==> src/rtl/call_stack_pkg.sv <==
// Shared defaults and the pointer-width helper for the return-address stack.
package call_stack_pkg;

    localparam int DEFAULT_DATA_WIDTH = 16;
    localparam int DEFAULT_DEPTH      = 8;

    function automatic int ptr_width(input int depth);
        return $clog2(depth);
    endfunction

endpackage

==> src/rtl/call_stack_mem.sv <==
// Return-address storage: synchronous write port, combinational read of the top entry (sp-1).
module call_stack_mem
    import call_stack_pkg::*;
#(
    parameter int DataWidth = DEFAULT_DATA_WIDTH,
    parameter int Depth     = DEFAULT_DEPTH,
    parameter int PtrWidth  = ptr_width(Depth)
) (
    input  logic                 clk,
    input  logic                 we,
    input  logic [PtrWidth-1:0]  waddr,
    input  logic [DataWidth-1:0] wdata,
    input  logic [PtrWidth-1:0]  sp,
    output logic [DataWidth-1:0] rdata
);

    localparam logic [PtrWidth-1:0] PTR_ONE = 1;

    logic [DataWidth-1:0] mem_q [Depth];
    logic [PtrWidth-1:0]  top_addr;

    always_ff @(posedge clk) begin
        if (we) begin
            mem_q[waddr] <= wdata;
        end
    end

    assign top_addr = sp - PTR_ONE;
    assign rdata    = mem_q[top_addr];

endmodule

==> src/rtl/call_stack.sv <==
// Hardware return-address stack for nested subroutine calls.
// CALL_STACK_ERR_EN: full push is dropped and sticky Overflow/Underflow flags are kept;
// otherwise full push overwrites the oldest entry circularly and the flags read 0.
module call_stack
    import call_stack_pkg::*;
#(
    parameter int DataWidth = DEFAULT_DATA_WIDTH,
    parameter int Depth     = DEFAULT_DEPTH,
    parameter int PtrWidth  = ptr_width(Depth)
) (
    input  logic                 Clk,
    input  logic                 Reset,
    input  logic                 Push,
    input  logic                 Pop,
    input  logic                 Flush,
    input  logic [DataWidth-1:0] DIn,
    output logic [DataWidth-1:0] DOut,
    output logic [PtrWidth:0]    Count,
    output logic                 Empty,
    output logic                 Full,
    output logic                 Overflow,
    output logic                 Underflow
);

    localparam logic [PtrWidth:0]   FULL_CNT = (PtrWidth+1)'(Depth);
    localparam logic [PtrWidth:0]   CNT_ONE  = 1;
    localparam logic [PtrWidth-1:0] PTR_ONE  = 1;

    logic [PtrWidth-1:0]  sp_q, sp_d;
    logic [PtrWidth:0]    count_q, count_d;
    logic                 we;
    logic [PtrWidth-1:0]  waddr;
    logic [DataWidth-1:0] rd_data;

`ifdef CALL_STACK_ERR_EN
    logic ovf_q, ovf_d;
    logic unf_q, unf_d;
`endif

    assign Empty = (count_q == '0);
    assign Full  = (count_q == FULL_CNT);
    assign Count = count_q;
    assign DOut  = Empty ? '0 : rd_data;

    always_comb begin
        sp_d    = sp_q;
        count_d = count_q;
        we      = 1'b0;
        waddr   = sp_q;
`ifdef CALL_STACK_ERR_EN
        ovf_d   = ovf_q;
        unf_d   = unf_q;
`endif
        if (Flush) begin
            sp_d    = '0;
            count_d = '0;
        end else if (Push && Pop && !Empty) begin
            // Return-then-call: replace the top in place, legal even when full.
            we    = 1'b1;
            waddr = sp_q - PTR_ONE;
        end else if (Push) begin
            if (!Full) begin
                we      = 1'b1;
                sp_d    = sp_q + PTR_ONE;
                count_d = count_q + CNT_ONE;
            end else begin
`ifdef CALL_STACK_ERR_EN
                ovf_d = 1'b1;
`else
                we   = 1'b1;
                sp_d = sp_q + PTR_ONE;
`endif
            end
        end else if (Pop) begin
            if (!Empty) begin
                sp_d    = sp_q - PTR_ONE;
                count_d = count_q - CNT_ONE;
            end else begin
`ifdef CALL_STACK_ERR_EN
                unf_d = 1'b1;
`endif
            end
        end
    end

    always_ff @(posedge Clk) begin
        if (Reset) begin
            sp_q    <= '0;
            count_q <= '0;
`ifdef CALL_STACK_ERR_EN
            ovf_q   <= 1'b0;
            unf_q   <= 1'b0;
`endif
        end else begin
            sp_q    <= sp_d;
            count_q <= count_d;
`ifdef CALL_STACK_ERR_EN
            ovf_q   <= ovf_d;
            unf_q   <= unf_d;
`endif
        end
    end

`ifdef CALL_STACK_ERR_EN
    assign Overflow  = ovf_q;
    assign Underflow = unf_q;
`else
    assign Overflow  = 1'b0;
    assign Underflow = 1'b0;
`endif

    call_stack_mem #(
        .DataWidth (DataWidth),
        .Depth     (Depth),
        .PtrWidth  (PtrWidth)
    ) u_mem (
        .clk   (Clk),
        .we    (we && !Reset),
        .waddr (waddr),
        .wdata (DIn),
        .sp    (sp_q),
        .rdata (rd_data)
    );

endmodule

==> config.mk <==
export PLATFORM = sky130hd
export DESIGN_NAME = call_stack
export DESIGN_NICKNAME = d
export VERILOG_FILES = /design/src/rtl/call_stack_pkg.sv /design/src/rtl/call_stack_mem.sv /design/src/rtl/call_stack.sv
export SDC_FILE = /design/constraint.sdc
export NUM_CORES = 1
export LEC_CHECK = 0
export CELL_PAD_IN_SITES_DETAIL_PLACEMENT = 0
export CELL_PAD_IN_SITES_GLOBAL_PLACEMENT = 2
export CORE_ASPECT_RATIO = 1.25
export CORE_MARGIN = 4
export CORE_UTILIZATION = 43
export CTS_CLUSTER_SIZE = 25
export DETAILED_ROUTE_END_ITERATION = 7
export HOLD_SLACK_MARGIN = 0.03
export MAX_ROUTING_LAYER = met4
export PLACE_DENSITY = 0.76
export REMOVE_ABC_BUFFERS = 1
export SYNTH_ARGS = -nofsm -noshare
export SYNTH_HDL_FRONTEND = slang
export SYNTH_SLANG_ARGS = --single-unit
==> constraint.sdc <==
create_clock -name Clk -period 4.25 [get_ports Clk]
set_input_delay 0.85 -clock Clk [delete_from_list [all_inputs] [get_ports Clk]]
set_output_delay 0.85 -clock Clk [all_outputs]
set_load 0.02 [all_outputs]
### Yosys cells after proc, flatten, opt, wreduce, memory -nomap -nowiden

Memories as Yosys holds them, arrays and structs flattened.
Cells that the tools add are included.

* flip-flop bits (word level): 7
* memory bits (writable): 128
* input port bits: 21
* output and inout port bits: 24
* word-level logic and storage cells: 36
* memories kept: 1

* add/subtract/negate cells: 4
* eq/ne operators: 3
* mux-type cells: 15
* bitwise logic cells: 1
* reduce and logical (&&, ||, !) cells: 10

Memory list
* u_mem.mem_q: depth 8, bits a word 16, read ports 1, clocked after Yosys merged registers in 0, write ports 1, RTL line call_stack_mem.sv:19 `logic [DataWidth-1:0] mem_q [Depth];`

Operators by type and width (count)
* 16-bit 2-to-1 mux: 1
* 4-bit 2-to-1 mux: 4
* 3-bit 2-to-1 mux: 5
* 1-bit 2-to-1 mux: 5
* 4-bit by 1-bit adder with 4-bit output, second input constant: 1
* 4-bit equality test, second input constant: 1
* 4-bit zero test: 1
* 2-bit != test, second input constant: 2
* 4-bit AND reduction: 1
* 4-bit by 1-bit subtractor with 4-bit output, second input constant: 1
* 3-bit by 1-bit adder with 3-bit output, second input constant: 1
* 1-bit logical AND: 3
* 3-bit AND reduction: 1
* 3-bit by 1-bit subtractor with 3-bit output, second input constant: 1
* 1-bit zero test: 2
* 2-bit nonzero test: 1
* 2-bit OR reduction: 1
* 1-bit NOT: 1

### Logic depth before layout (Yosys ltp)

* depth in word-level cells: 8
* mapped depth: 10

### Modules after synthesis

Synthesis repeated with hierarchy kept, for this count alone.

* cells, all modules: 396
* area total of the unflattened synthesis: 5885.6 µm²

Modules (own cells, without submodules)
* call_stack_mem: times used 1, cells an instance 310, area each 5191.2 µm²
* call_stack: times used 1, cells an instance 86, area each 694.4 µm²

### Least setup slack after synthesis

No wires, ideal clock.

* path kind: reg-to-output
* start point: register sp_q[0]
* end point: output DOut[11]
* arrival: 2.222 ns
* slack: 1.178 ns
* cell stages (with the launch flop): 10
* cells stage by stage: dfxtp_1 buf_2 buf_4 inv_1 ha_1 buf_2 buf_1 mux4_2 nand2_1 a21oi_1

* cells in the longest elaborated chain, start to end: 3

Ends and longest elaborated chain
* start: declaration: RTL line call_stack.sv:29 `logic [PtrWidth-1:0] sp_q, sp_d;`
* start signal: assignment: RTL line call_stack.sv:95 `sp_q <= sp_d;`
* 3-bit by 1-bit subtractor with 3-bit output: RTL line call_stack_mem.sv:28 `assign top_addr = sp - PTR_ONE;`
* memory 8 x 16 bit
* 16-bit 2-to-1 mux: RTL line call_stack.sv:43 `assign DOut = Empty ? '0 : rd_data;`
* end: declaration: RTL line call_stack.sv:17 `output logic [DataWidth-1:0] DOut,`

No other way between the ends.

### Final worst setup path

* start point: register sp_q[1]
* end point: output DOut[1]

The elaborated chain is that of the path after synthesis.

==> run_results.csv <==
group,metric,value,unit
clocking,ctsResizeCount,0,
timing,finalCriticalPeriod,3.86,ns
worst_setup_path,arrival,3.01,ns
layout,layout.nets,402,
worst_setup_path,path_cells,"inv_1 -> ha_1 -> buf_12 -> mux4_2 -> nand2_1 -> a21oi_1 -> clkdlybuf4s50_1",
worst_setup_path,cp-end-kind,"output port",
global_route,grt_pass1_wl,17.8,mm
route,wl_per_cell,20.3,um
placed_design,place_hpwl,6.71,mm
route,via_per_inst,5.35,
worst_setup_path,startpoint_type,"flop",
route,drc,0,
floorplan,die-area,15000,um2
timing,max_slew_margin,52.2,%
logic_synthesis,ys_seq_area_share,71.0,%
worst_setup_path,slowest_delay,0.65,ns
route,drtIter0Drc,138,
global_route,grt_max_degree,35,
timing,tightest_slew,0.717,ns
logic_synthesis,synthTopCellsByArea,"edfxtp_1, mux4_2, nand2_1",
timing,fmax,0.259,GHz
logic_synthesis,synth_cells,320,
floorplan,start_util,44.1,%
power,p_per_area,485,nW/um2
worst_setup_path,reg2reg_depth,8,
worst_setup_path,worst-setup-path-type,"flop to output port",
floorplan,rows,46,
logic_synthesis,synth_common_cells,"edfxtp_1, nand2_1, mux4_2",
clocking,clkSlewWorstSetupHoldPaths,0.06,ns
worst_setup_path,crit_path_max_fanout,30,
clocking,cts_tree,"yes",
layout,final_cell_area,6880,um2
layout,area_growth,22.6,%
power,leakage,2.22,nW
floorplan,core,12700,um2
clocking,cts_buffer_depth,2,
clocking,cts_hold_buf,0,
logic_synthesis,ys_seq_elements,135,
clocking,postCtsSetupRepairBufs,0,
worst_hold_path,whs_path_depth,2,
logic_synthesis,yosysMostFrequentCell,"edfxtp_1",
clocking,cts_buffers,17,
global_route,track_usage,17.1,%
placed_design,dpl_cell_area,6280,um2
clocking,cts_sinks,135,
logic_synthesis,yosysUniqueCellTypes,44,
worst_setup_path,cp_slowest_cell,"clkdlybuf4s50_1",
worst_setup_path,required,3.40,ns
route,drtPass1Iterations,4,
logic_synthesis,yosys.area.top_type_share,68.5,%
timing,setup_violations,0,
worst_hold_path,hold_path_class,"flop to flop",
status,outcome,"finished clean",
layout,instances_no_fill,557,
power,vdd_drop_max,0.255,mV
worst_setup_path,r2r-end,"u_mem.mem_q[0][13]",
worst_hold_path,hold_path_end,"sp_q[1]",
global_route,grt_overflow,0,
clocking,worstSkewPairLatency,0.41,ns
clocking,cts_max_level,4,
layout,drive_gt1_share,21.6,%
logic_synthesis,synth-async-reset-ratio,0,%
logic_synthesis,ys.flop_type,"edfxtp_1",
floorplan,fp.dieH,136,um
global_route,grt_pass1_vias,3204,
route,ant_nets,0,
route,dr_total_vias,2981,
timing,rsz0062_at_grt,"no",
placed_design,placement.io_buffers,42,
logic_synthesis,ys_warn_count,0,
global_route,antenna_found_initial,0,
logic_synthesis,netlist_area,5610,um2
job,timing.max_cap.violations,0,
clocking,root_buffer,"clkbuf_16",
timing,fin_crit_sh,90.7,%
power,power,3.34,mW
placed_design,dp_cells,525,
worst_setup_path,r2r_start,"sp_q[1]",
floorplan,pin_count,45,
placed_design,routabilityCongestion,0.749,
route,wirelength,11.3,mm
layout,diodes,0,
timing,maxSlewViolCount,0,
worst_hold_path,hold_path_startpoint,"sp_q[1]",
logic_synthesis,synth_edf_count,128,
timing,hold_viol_final,0,
timing,clock_skew,0.0105,ns
floorplan,dieWidth,110,um
logic_synthesis,yosys.area.top_type,"edfxtp_1",
logic_synthesis,syn_area_per_cell,17.5,um2
worst_setup_path,r2r_setup_slack,1.38,ns
-- where the power goes --
group,internal (mW),switching [mW]
clock,0.924,0.548
combinational,0.168,0.212
sequential,1.47,0.0120
-- per-stage QoR --
step	utilization [%]	TNS (ns)	hold slack (ns)	worst slack [ns]
2_1_floorplan	-	-10.33	0.537	-0.146
3_3_place_gp	49.3	0	0.574	0.900
3_5_place_dp	49.3	0	0.591	0.828
4_1_cts	54.1	0	0.598	0.352
5_1_grt	54.1	0	0.636	0.232
6_report	54.1	0	0.593	0.395
-- state kept, by name, indices dropped and copies added, names as in the netlist --
name	cells
sp_q	3
Count	4
u_mem.mem_q	128
-- worst max-delay path: cells and delay by family (launching register included) --
family	cells	cell delay, ns
and+or+nand+nor	1	0.06
DFF	1	0.42
muxes	1	0.22
adders and majority gates	1	0.58
AOI/OAI and AO/OA	1	0.24
buffers and inverters	3	1.06
-- per-layer routing --
metal | vias up | GRT usage [%] | routed length (um)
met5 | - | - | 0
met4 | 0 | 5.13 | 111
met3 | 8 | 4.48 | 497
met2 | 70 | 29.5 | 6210
met1 | 1523 | 19.4 | 4490
li1 | 1380 | - | -
-- layout by cell type, fill, tap and decap left out, types with 4 or more instances in the layout --
cell / synthesis / routed
edfxtp_1: 128 / 128
a21oi_1: 18 / 18
nand3_1: 4 / 4
nand2b_1: 4 / 4
clkbuf_16: 0 / 17
dfxtp_1: 7 / 6
ha_1: 4 / 4
buf_4: 5 / 9
mux4_2: 32 / 32
nor3_1: 5 / 5
nand2_1: 39 / 39
nor4_1: 6 / 6
nor2_1: 12 / 12
clkdlybuf4s50_1: 0 / 42
inv_1: 5 / 5
-- cell families after synthesis --
| group | share of synthesized area [%] |
|---|---|
| buf+inv | 2.25 |
| mux | 13.0 |
| compound gates | 4.50 |
| other cells | 0.0668 |
| flops | 71.0 |
| fa+ha+maj | 1.25 |
| simple gates | 7.18 |
| xor+xnor | 0.758 |
-- area by class of cell --
| class | instances | area, um2 |
|---|---|---|
| clock inverters | 15 | 178 |
| fillers | 1020 | 5840 |
| repair buffers | 54 | 548 |
| inverters | 7 | 26.3 |
| multi-input cells | 161 | 1510 |
| clock buffers | 17 | 425 |
| well taps | 168 | 210 |
| flip-flops and latches | 135 | 3990 |
-- worst max path at each step --
stage          startpoint                 to  cells past startpoint
2_1_floorplan     sp_q[0]  u_mem.mem_q[4][0]                      6
3_3_place_gp      sp_q[1]            DOut[1]                      7
3_5_place_dp      sp_q[1]            DOut[1]                      7
4_1_cts           sp_q[1]            DOut[1]                      7
5_1_grt           sp_q[1]           DOut[10]                      7
6_report          sp_q[1]            DOut[1]                      7
No activity file was read; power rests on OpenSTA's default activity.
